<file path="config.mk">
export PLATFORM = sky130hd
export DESIGN_NAME = jtframe_msg_writer_flat
export DESIGN_NICKNAME = d
export VERILOG_FILES = /design/src/rtl/jtframe_msg_writer_if.sv /design/src/rtl/jtframe_msg_writer.sv /design/src/flat_wrapper.sv
export SDC_FILE = /design/constraint.sdc
export NUM_CORES = 1
export LEC_CHECK = 0
export CAP_MARGIN = 20
export CORE_MARGIN = 2
export CORE_UTILIZATION = 30
export DETAILED_ROUTE_END_ITERATION = 8
export PLACE_DENSITY_LB_ADDON = 0.2
export SLEW_MARGIN = 15
export SYNTH_ARGS = -nofsm -noshare
export SYNTH_HDL_FRONTEND = slang
export SYNTH_SLANG_ARGS = --single-unit
</file>
<file path="constraint.sdc">
create_clock -name clk -period 2.55 [get_ports clk]
set_input_delay 0.51 -clock clk [delete_from_list [all_inputs] [get_ports clk]]
set_output_delay 0.51 -clock clk [all_outputs]
set_load 0.05 [all_outputs]
</file>
<file path="src/rtl/jtframe_msg_writer_if.sv">
// jtframe_msg_writer_if: command handshake and VRAM write port of the message writer
interface jtframe_msg_writer_if;
  logic        cmd_valid;
  logic        cmd_ready;
  logic [2:0]  cmd_op;
  logic [15:0] cmd_data;
  logic        cmd_pal;
  logic        busy;
  logic [4:0]  cursor_row;
  logic [4:0]  cursor_col;
  logic [9:0]  vram_addr;
  logic [7:0]  vram_din;
  logic        vram_we;
  modport master (
    output cmd_valid, cmd_op, cmd_data, cmd_pal,
    input  cmd_ready, busy, cursor_row, cursor_col, vram_addr, vram_din, vram_we
  );
  modport slave (
    input  cmd_valid, cmd_op, cmd_data, cmd_pal,
    output cmd_ready, busy, cursor_row, cursor_col, vram_addr, vram_din, vram_we
  );
endinterface

</file>
<file path="src/rtl/jtframe_msg_writer.sv">
// jtframe_msg_writer: command-driven text engine for the 32x32 message VRAM; define JTFRAME_MSG_WRITER_DEC_EN to turn opcode 0 into DEC8
module jtframe_msg_writer #(
  parameter logic [7:0] BLANK       = 8'h20,
  parameter logic [9:0] ADDR_OFFSET = 10'd0
)(
  input logic clk,
  input logic rst,
  jtframe_msg_writer_if.slave bus
);
  typedef enum logic [2:0] {IDLE, WRITE, FILL, DONE
`ifdef JTFRAME_MSG_WRITER_DEC_EN
    , CONV
`endif
  } state_t;
  typedef enum logic [2:0] {OP_NOP, OP_CLEAR, OP_PUTC, OP_HEX8, OP_HEX16, OP_LOCATE, OP_NEWLINE, OP_CLEOL} op_t;
  state_t      state, state_nx;
  op_t         op, op_nx;
  logic        busy, busy_nx, pal, pal_nx, we, we_nx;
  logic [9:0]  pos, pos_nx, fpos, fpos_nx, addr, addr_nx;
  logic [15:0] shf, shf_nx;
  logic [2:0]  cnt, cnt_nx;
  logic [7:0]  din, din_nx;
  logic [6:0]  ch;
`ifdef JTFRAME_MSG_WRITER_DEC_EN
  logic [7:0]  rem, rem_nx;
  logic [3:0]  hun, hun_nx, ten, ten_nx;
`endif
  function automatic logic [6:0] hex(input logic [3:0] n);
    return n < 4'd10 ? 7'h30 + {3'd0, n} : 7'h37 + {3'd0, n};
  endfunction
  assign ch             = op == OP_PUTC ? shf[15:9] : hex(shf[15:12]);
  assign bus.cmd_ready  = !busy;
  assign bus.busy       = busy;
  assign bus.cursor_row = pos[9:5];
  assign bus.cursor_col = pos[4:0];
  assign bus.vram_addr  = addr;
  assign bus.vram_din   = din;
  assign bus.vram_we    = we;
  always_comb begin
    state_nx = state;
    busy_nx  = busy;
    pos_nx   = pos;
    op_nx    = op;
    pal_nx   = pal;
    shf_nx   = shf;
    cnt_nx   = cnt;
    fpos_nx  = fpos;
    addr_nx  = addr;
    din_nx   = din;
    we_nx    = 1'b0;
`ifdef JTFRAME_MSG_WRITER_DEC_EN
    rem_nx   = rem;
    hun_nx   = hun;
    ten_nx   = ten;
`endif
    case (state)
      IDLE: if (bus.cmd_valid) begin
        busy_nx = 1'b1;
        op_nx   = op_t'(bus.cmd_op);
        pal_nx  = bus.cmd_pal;
        fpos_nx = bus.cmd_op == OP_CLEAR ? 10'd0 : pos;
        cnt_nx  = bus.cmd_op == OP_HEX16 ? 3'd4 : bus.cmd_op == OP_HEX8 ? 3'd2 : 3'd1;
        shf_nx  = bus.cmd_op == OP_HEX8 ? {bus.cmd_data[7:0], 8'd0} :
                  bus.cmd_op == OP_PUTC ? {bus.cmd_data[6:0], 9'd0} : bus.cmd_data;
        case (op_t'(bus.cmd_op))
          OP_CLEAR, OP_CLEOL:         state_nx = FILL;
          OP_PUTC, OP_HEX8, OP_HEX16: state_nx = WRITE;
          OP_LOCATE: begin
            pos_nx   = {bus.cmd_data[12:8], bus.cmd_data[4:0]};
            state_nx = DONE;
          end
          OP_NEWLINE: begin
            pos_nx   = {pos[9:5] + 5'd1, 5'd0};
            state_nx = DONE;
          end
          default: begin
`ifdef JTFRAME_MSG_WRITER_DEC_EN
            rem_nx   = bus.cmd_data[7:0];
            hun_nx   = 4'd0;
            ten_nx   = 4'd0;
            state_nx = CONV;
`else
            state_nx = DONE;
`endif
          end
        endcase
      end
`ifdef JTFRAME_MSG_WRITER_DEC_EN
      CONV: begin
        if (rem >= 8'd100) begin
          rem_nx = rem - 8'd100;
          hun_nx = hun + 4'd1;
        end else if (rem >= 8'd10) begin
          rem_nx = rem - 8'd10;
          ten_nx = ten + 4'd1;
        end else begin
          shf_nx   = {hun, ten, rem[3:0], 4'd0};
          cnt_nx   = 3'd3;
          state_nx = WRITE;
        end
      end
`endif
      WRITE: begin
        we_nx   = 1'b1;
        addr_nx = pos + ADDR_OFFSET;
        din_nx  = {pal, ch};
        pos_nx  = pos + 10'd1;
        shf_nx  = shf << 4;
        cnt_nx  = cnt - 3'd1;
        if (cnt == 3'd1) state_nx = DONE;
      end
      FILL: begin
        we_nx   = 1'b1;
        addr_nx = fpos + ADDR_OFFSET;
        din_nx  = {1'b0, BLANK[6:0]};
        fpos_nx = fpos + 10'd1;
        // CLEOL stops at the row end, CLEAR at the last byte of the page
        if (fpos[4:0] == 5'd31 && (op == OP_CLEOL || fpos[9:5] == 5'd31)) begin
          state_nx = DONE;
          pos_nx   = op == OP_CLEAR ? 10'd0 : pos;
        end
      end
      default: begin
        busy_nx  = 1'b0;
        state_nx = IDLE;
      end
    endcase
  end
  always_ff @(posedge clk or posedge rst)
    if (rst) begin
      state <= IDLE;
      busy  <= 1'b0;
      pos   <= 10'd0;
      op    <= OP_NOP;
      pal   <= 1'b0;
      shf   <= 16'd0;
      cnt   <= 3'd0;
      fpos  <= 10'd0;
      addr  <= 10'd0;
      din   <= 8'd0;
      we    <= 1'b0;
`ifdef JTFRAME_MSG_WRITER_DEC_EN
      rem   <= 8'd0;
      hun   <= 4'd0;
      ten   <= 4'd0;
`endif
    end else begin
      state <= state_nx;
      busy  <= busy_nx;
      pos   <= pos_nx;
      op    <= op_nx;
      pal   <= pal_nx;
      shf   <= shf_nx;
      cnt   <= cnt_nx;
      fpos  <= fpos_nx;
      addr  <= addr_nx;
      din   <= din_nx;
      we    <= we_nx;
`ifdef JTFRAME_MSG_WRITER_DEC_EN
      rem   <= rem_nx;
      hun   <= hun_nx;
      ten   <= ten_nx;
`endif
    end
endmodule

</file>
<file path="src/flat_wrapper.sv">
// flat-port wrapper written by rule: the top's interface ports become plain ports
module jtframe_msg_writer_flat 
#(
  parameter logic [7:0] BLANK       = 8'h20,
  parameter logic [9:0] ADDR_OFFSET = 10'd0
)
  (clk, rst, bus_cmd_valid, bus_cmd_op, bus_cmd_data, bus_cmd_pal, bus_cmd_ready, bus_busy, bus_cursor_row, bus_cursor_col, bus_vram_addr, bus_vram_din, bus_vram_we);
  jtframe_msg_writer_if bus_i ();
  input logic clk;
  input logic rst;
  input wire logic [$bits(bus_i.cmd_valid)-1:0] bus_cmd_valid;
  input wire logic [$bits(bus_i.cmd_op)-1:0] bus_cmd_op;
  input wire logic [$bits(bus_i.cmd_data)-1:0] bus_cmd_data;
  input wire logic [$bits(bus_i.cmd_pal)-1:0] bus_cmd_pal;
  output wire logic [$bits(bus_i.cmd_ready)-1:0] bus_cmd_ready;
  output wire logic [$bits(bus_i.busy)-1:0] bus_busy;
  output wire logic [$bits(bus_i.cursor_row)-1:0] bus_cursor_row;
  output wire logic [$bits(bus_i.cursor_col)-1:0] bus_cursor_col;
  output wire logic [$bits(bus_i.vram_addr)-1:0] bus_vram_addr;
  output wire logic [$bits(bus_i.vram_din)-1:0] bus_vram_din;
  output wire logic [$bits(bus_i.vram_we)-1:0] bus_vram_we;
  assign bus_i.cmd_valid = bus_cmd_valid;
  assign bus_i.cmd_op = bus_cmd_op;
  assign bus_i.cmd_data = bus_cmd_data;
  assign bus_i.cmd_pal = bus_cmd_pal;
  assign bus_cmd_ready = bus_i.cmd_ready;
  assign bus_busy = bus_i.busy;
  assign bus_cursor_row = bus_i.cursor_row;
  assign bus_cursor_col = bus_i.cursor_col;
  assign bus_vram_addr = bus_i.vram_addr;
  assign bus_vram_din = bus_i.vram_din;
  assign bus_vram_we = bus_i.vram_we;
  jtframe_msg_writer #(.BLANK(BLANK), .ADDR_OFFSET(ADDR_OFFSET)) u_core (.clk(clk), .rst(rst), .bus(bus_i));
endmodule
</file>
### Yosys cells after proc, flatten, opt, wreduce, memory -nomap -nowiden

Index checks and enable logic that the tools add are counted.
W data, S select, Z words.

* add/sub/neg operators: 6
* $lt $le $gt $ge: 1
* eq/ne operators: 20
* multiplexer cells: 28
* bitwise operators: 1
* reductions and logical operators: 17

Operators with widths (number)
* $pmux W10 S2: 3
* $mux W10: 5
* $mux W16: 3
* $pmux W16 S2: 1
* $pmux W10 S3: 1
* $add A10 B1 Y10 const B: 2
* $pmux W8 S2: 1
* $eq A3 B3 Y1 const B: 5
* $mux W3: 5
* $add A6 B4 Y7 const A: 2
* $mux W7: 2
* $eq A3 B1 Y1 const B: 4
* $eq A3 B2 Y1 const B: 4
* $eq A5 B5 Y1 const B: 2
* $pmux W3 S3: 1
* $reduce_and A2 Y1: 4
* $ne A2 B1 Y1 const B: 3
* $pmux W3 S2: 1
* $reduce_bool A2 Y1: 3
* $add A5 B1 Y5 const B: 1
* $reduce_and A5 Y1: 1
* $lt A4 B4 Y1 const B: 1
* $pmux W2 S2: 1
* $reduce_or A2 Y1: 2
* other kinds (14): 15

* register bits: 66
* input port bits: 23
* output and inout bits: 31
* logic and storage cells: 84

### Depth between registers and ports, before layout

* word-level depth: 5
* mapped depth: 9
* depth with buffers taken out: 7

### Least setup slack after synthesis

No wires, ideal clock.

* path kind: register -> register
* from: reg u_core.pos[6]
* to: reg u_core.pos[9]
* setup time: 0.065 ns
* data arrival time: 1.955 ns
* path slack: 0.530 ns
* stages on the path, launching flop included: 7
* buffers on the path: 0
* clock period less this slack: 2.020 ns
* cell sequence: dfrtp_1 > ha_1 > nand3_1 > xnor2_1 > or3b_2 > a21oi_1 > a21o_1

* longest elaborated chain between the ends: 4

Ends and longest elaborated chain
* start: declaration: RTL line jtframe_msg_writer.sv:19 `logic [9:0] pos, pos_nx, fpos, fpos_nx, addr, addr_nx;`
* start signal: assignment: RTL line jtframe_msg_writer.sv:150 `pos <= pos_nx;`
* $add A5 B1 Y5: RTL line jtframe_msg_writer.sv:73 `pos_nx = {pos[9:5] + 5'd1, 5'd0};`
* $pmux W10 S2: RTL line jtframe_msg_writer.sv:65 `case (op_t'(bus.cmd_op))`
* $mux W10: RTL line jtframe_msg_writer.sv:57 `IDLE: if (bus.cmd_valid) begin`
* $pmux W10 S3 *: RTL line jtframe_msg_writer.sv:56 `case (state)`

Mark *: on every way between the ends. The rest lies on a longest branch, timed or not. The select of a mux whose other input is x is not followed.
A chain may end at the register's enable or synchronous reset.

### Worst setup path after layout

* from: reg u_core.pos[5]
* to: out bus_cursor_row[0]

RTL lines
* end: declaration: RTL line flat_wrapper.sv:17 `output wire logic [$bits(bus_i.cursor_row)-1:0] bus_cursor_row;`

No word-level cell between the ends.

==> out/metrics.cfg <==
[run_status]
status = finished clean

[global_routing]
grt_pass1_wl_um = 17000
grt_max_degree = 66
grt.total_usage_pct = 16.6
overflow = 0
antenna_found_initial = 0
grt_pass1_vias = 3262

[timing]
relSlewSlack_pct = 59.4
finalSetupTns_ns = 0
rsz0062_at_grt = no
post-route-min-period_ns = 2.29
worst_pin_slew_ns = 0.605
fin_skew_ns = 0.00464
fmax_mhz = 436
finalSetupViolCount = 0
finalCritPeriodShare_pct = 89.9
report.final.slew_viol_count = 0
finalHoldViolations = 0

[clock_network]
cts_root_buf = clkbuf_16
h-tree-depth = 3
clockBufferDepth = 2
cts_setup_buffers = 0
clkTransAtPathRegs_ns = 0.05
holdBufCountCts = 0
cts_tree = done
cts_resized = 0
clk_latency_ns = 0.33
clkSinkCount = 65
cts_made_buffers = 9

[drt]
drc = 0
viasPerCell = 5.34
first_pass_iters = 4
avgRoutedWirePerCell_um = 16.6
ant_nets = 0
first_iter_violations = 192
via_count = 3321
wirelength_um = 10300

[die]
die_h_um = 115
core_area_um2 = 12000
die_w_um = 115
start_util_pct = 30.8
num_io_pins = 54
rows = 40
dieArea_um2 = 13300

[synth]
async_flop_share_pct = 100
synth_edf_count = 0
synthFlopType = dfrtp_1
yosysWarnings = 0
ys_ff_latch = 65
syn_avg_cell_area_um2 = 8.84
syn_inst = 419
synth-seq-area-share_pct = 43.9
netlist-cell-type-count = 52
synth_area_um2 = 3700
syn_nets = 453

[finish]
layout-drive-gt1-share_pct = 8.63
num_antenna_cells = 0
areaGrowthSynthToFinish_pct = 27.4
final_area_um2 = 4720
layout.nets = 505
fin_cells = 622

[setup_path]
reg2reg_to = u_core.pos[5]
cp_max_fo = 10
slowest_delay_ns = 0.88
arrival_ns = 1.78
worstPathRequired_ns = 2.04
ff2ff_path_depth = 6
r2r_slack_ns = 0.53
cp.depth = 1
worst-path-buf-inv = 1
cp_cell_sequence = clkdlybuf4s50_1
crit-reg2reg-launch = u_core.state[0]
cp-end-kind = output port
path_delay_family = buffers and inverters
critPathLaunchType = flip-flop
worstSetupPathType = reg2out
slowest_stage = clkdlybuf4s50_1

[pwr]
power_per_cell_area_nw_per_um2 = 1520
ir_worst_vdd_uv = 511
p_leak_nw = 1.98

[job]
maxCapViolations = 0

[placement]
dp.cells = 607
gp_congestion = 0.811
io_buffers = 53
dp_hpwl_um = 7350
placed_area_um2 = 4440

[min_path]
hold_depth = 2
hp-start = u_core.shf[4]
hold_path_end = u_core.shf[4]
min_path_type = reg2reg

## power by group
part / internal [mW] / switching [mW] / total (mW) / leakage, nW
clock network: 0.726 / 0.442 / 1.17 / 0.144
registers: 1.53 / 0.461 / 1.99 / 0.799
logic: 1.47 / 2.53 / 3.99 / 1.04
## logic make-up after synthesis
kind of cell	count (synthesis)	share of synthesized area, %
AO/OA/AOI/OAI	148	24.4
AND/OR/NAND/NOR	119	15.0
flip-flops	65	43.9
buffers and inverters	47	5.13
multiplexers	25	6.89
adder cells (fa/ha/maj)	11	3.72
XOR/XNOR	4	0.946
## sequential cells by signal (all words and copies together), names as in the netlist, 2 cells and up
signal and flops:
u_core.fpos 10, u_core.shf 16, u_core.op 3, u_core.bus.vram_din 8, u_core.bus.vram_addr 10, u_core.cnt 3
u_core.state 2, u_core.pos 10
## per-stage QoR
| step | hold WS, ns | util (%) | setup WS, ns | total power [mW] |
|---|---|---|---|---|
| floorplan | 0.450 | - | 0.414 | 4.74 |
| global placement | 0.466 | 36.9 | 0.231 | 5.93 |
| detailed placement | 0.472 | 36.9 | 0.168 | 6.00 |
| CTS | 0.484 | 39.3 | 0.259 | 7.19 |
| global route | 0.497 | 39.3 | 0.231 | 7.69 |
| finish | 0.483 | 39.3 | 0.257 | 7.15 |
## Yosys cell counts, types with 2 or more instances
cell | instances | share of area (%)
a211oi_1 | 11 | 2.2
a21boi_1 | 2 | 0.41
a21oi_1 | 56 | 7.6
a221oi_1 | 4 | 0.95
a22o_1 | 7 | 1.7
a31oi_1 | 4 | 0.68
a32oi_1 | 2 | 0.47
a41oi_1 | 2 | 0.47
and3_1 | 2 | 0.34
buf_2 | 7 | 0.95
clkbuf_1 | 18 | 1.8
dfrtp_1 | 65 | 44
ha_1 | 11 | 3.7
inv_1 | 19 | 1.9
mux2_2 | 4 | 1.2
mux2i_1 | 21 | 5.7
nand2_1 | 36 | 3.6
nand2b_1 | 2 | 0.34
nand3_1 | 10 | 1.4
nand4_1 | 2 | 0.34
nor2_1 | 42 | 4.3
nor2b_1 | 4 | 0.68
nor3_1 | 8 | 1.1
nor3b_1 | 3 | 0.61
o211ai_1 | 2 | 0.41
o21ai_0 | 37 | 5.0
o22a_1 | 3 | 0.71
o22ai_1 | 3 | 0.51
o2bb2ai_1 | 2 | 0.47
o31ai_1 | 3 | 0.61
o32a_1 | 2 | 0.54
or3_1 | 2 | 0.34
xnor2_1 | 4 | 0.95
## how the worst max path moves through the flow
stage | from | to | slack (ns)
2_1_floorplan | rst | u_core.bus.busy | 0.41
3_3_place_gp | bus_cmd_op[0] | u_core.pos[3] | 0.23
3_5_place_dp | bus_cmd_op[0] | u_core.pos[3] | 0.17
4_1_cts | u_core.pos[5] | bus_cursor_row[0] | 0.26
5_1_grt | u_core.pos[5] | bus_cursor_row[0] | 0.23
6_report | u_core.pos[5] | bus_cursor_row[0] | 0.26
## worst min-delay path, cell delays in order (launching register included)
cell and delay [ns]:
dfrtp_1 0.34, nand2_1 0.05, o21ai_0 0.06
## routing by layer
metal	share of wire (%)	up-vias	global-route usage, %
met5	0	-	0
met4	1.6	0	5.78
met3	5.0	14	4.32
met2	46	96	25.3
met1	48	1595	22.9
li1	-	1616	-
## area by class of cell
cell class / instances / area [µm²]
fillers: 1264 / 7290
clock inverters: 3 / 15.0
flip-flops and latches: 65 / 1630
repair buffers: 69 / 663
inverters: 19 / 71.3
well taps: 147 / 184
multi-input cells: 307 / 1890
clock buffers: 12 / 267
## placed cells by master (no fill, tap or decap), types with 3 or more instances in the layout
cell / synthesis / final
xnor2_1: 4 / 4
inv_1: 19 / 18
nand3_1: 10 / 10
a21oi_1: 56 / 56
nor2_1: 42 / 42
clkbuf_16: 0 / 9
buf_4: 1 / 15
a31oi_1: 4 / 4
nor2b_1: 4 / 4
clkinv_2: 0 / 3
mux2_2: 4 / 4
a211oi_1: 11 / 11
o21ai_0: 37 / 37
o22a_1: 3 / 3
o22ai_1: 3 / 3
a221oi_1: 4 / 4
o31ai_1: 3 / 3
dfrtp_1: 65 / 65
nor3b_1: 3 / 3
ha_1: 11 / 11
nor3_1: 8 / 8
nand2_1: 36 / 36
mux2i_1: 21 / 21
a22o_1: 7 / 7
clkbuf_8: 0 / 3
clkdlybuf4s50_1: 0 / 53
Note: power is estimated with default switching activity, not from simulation.
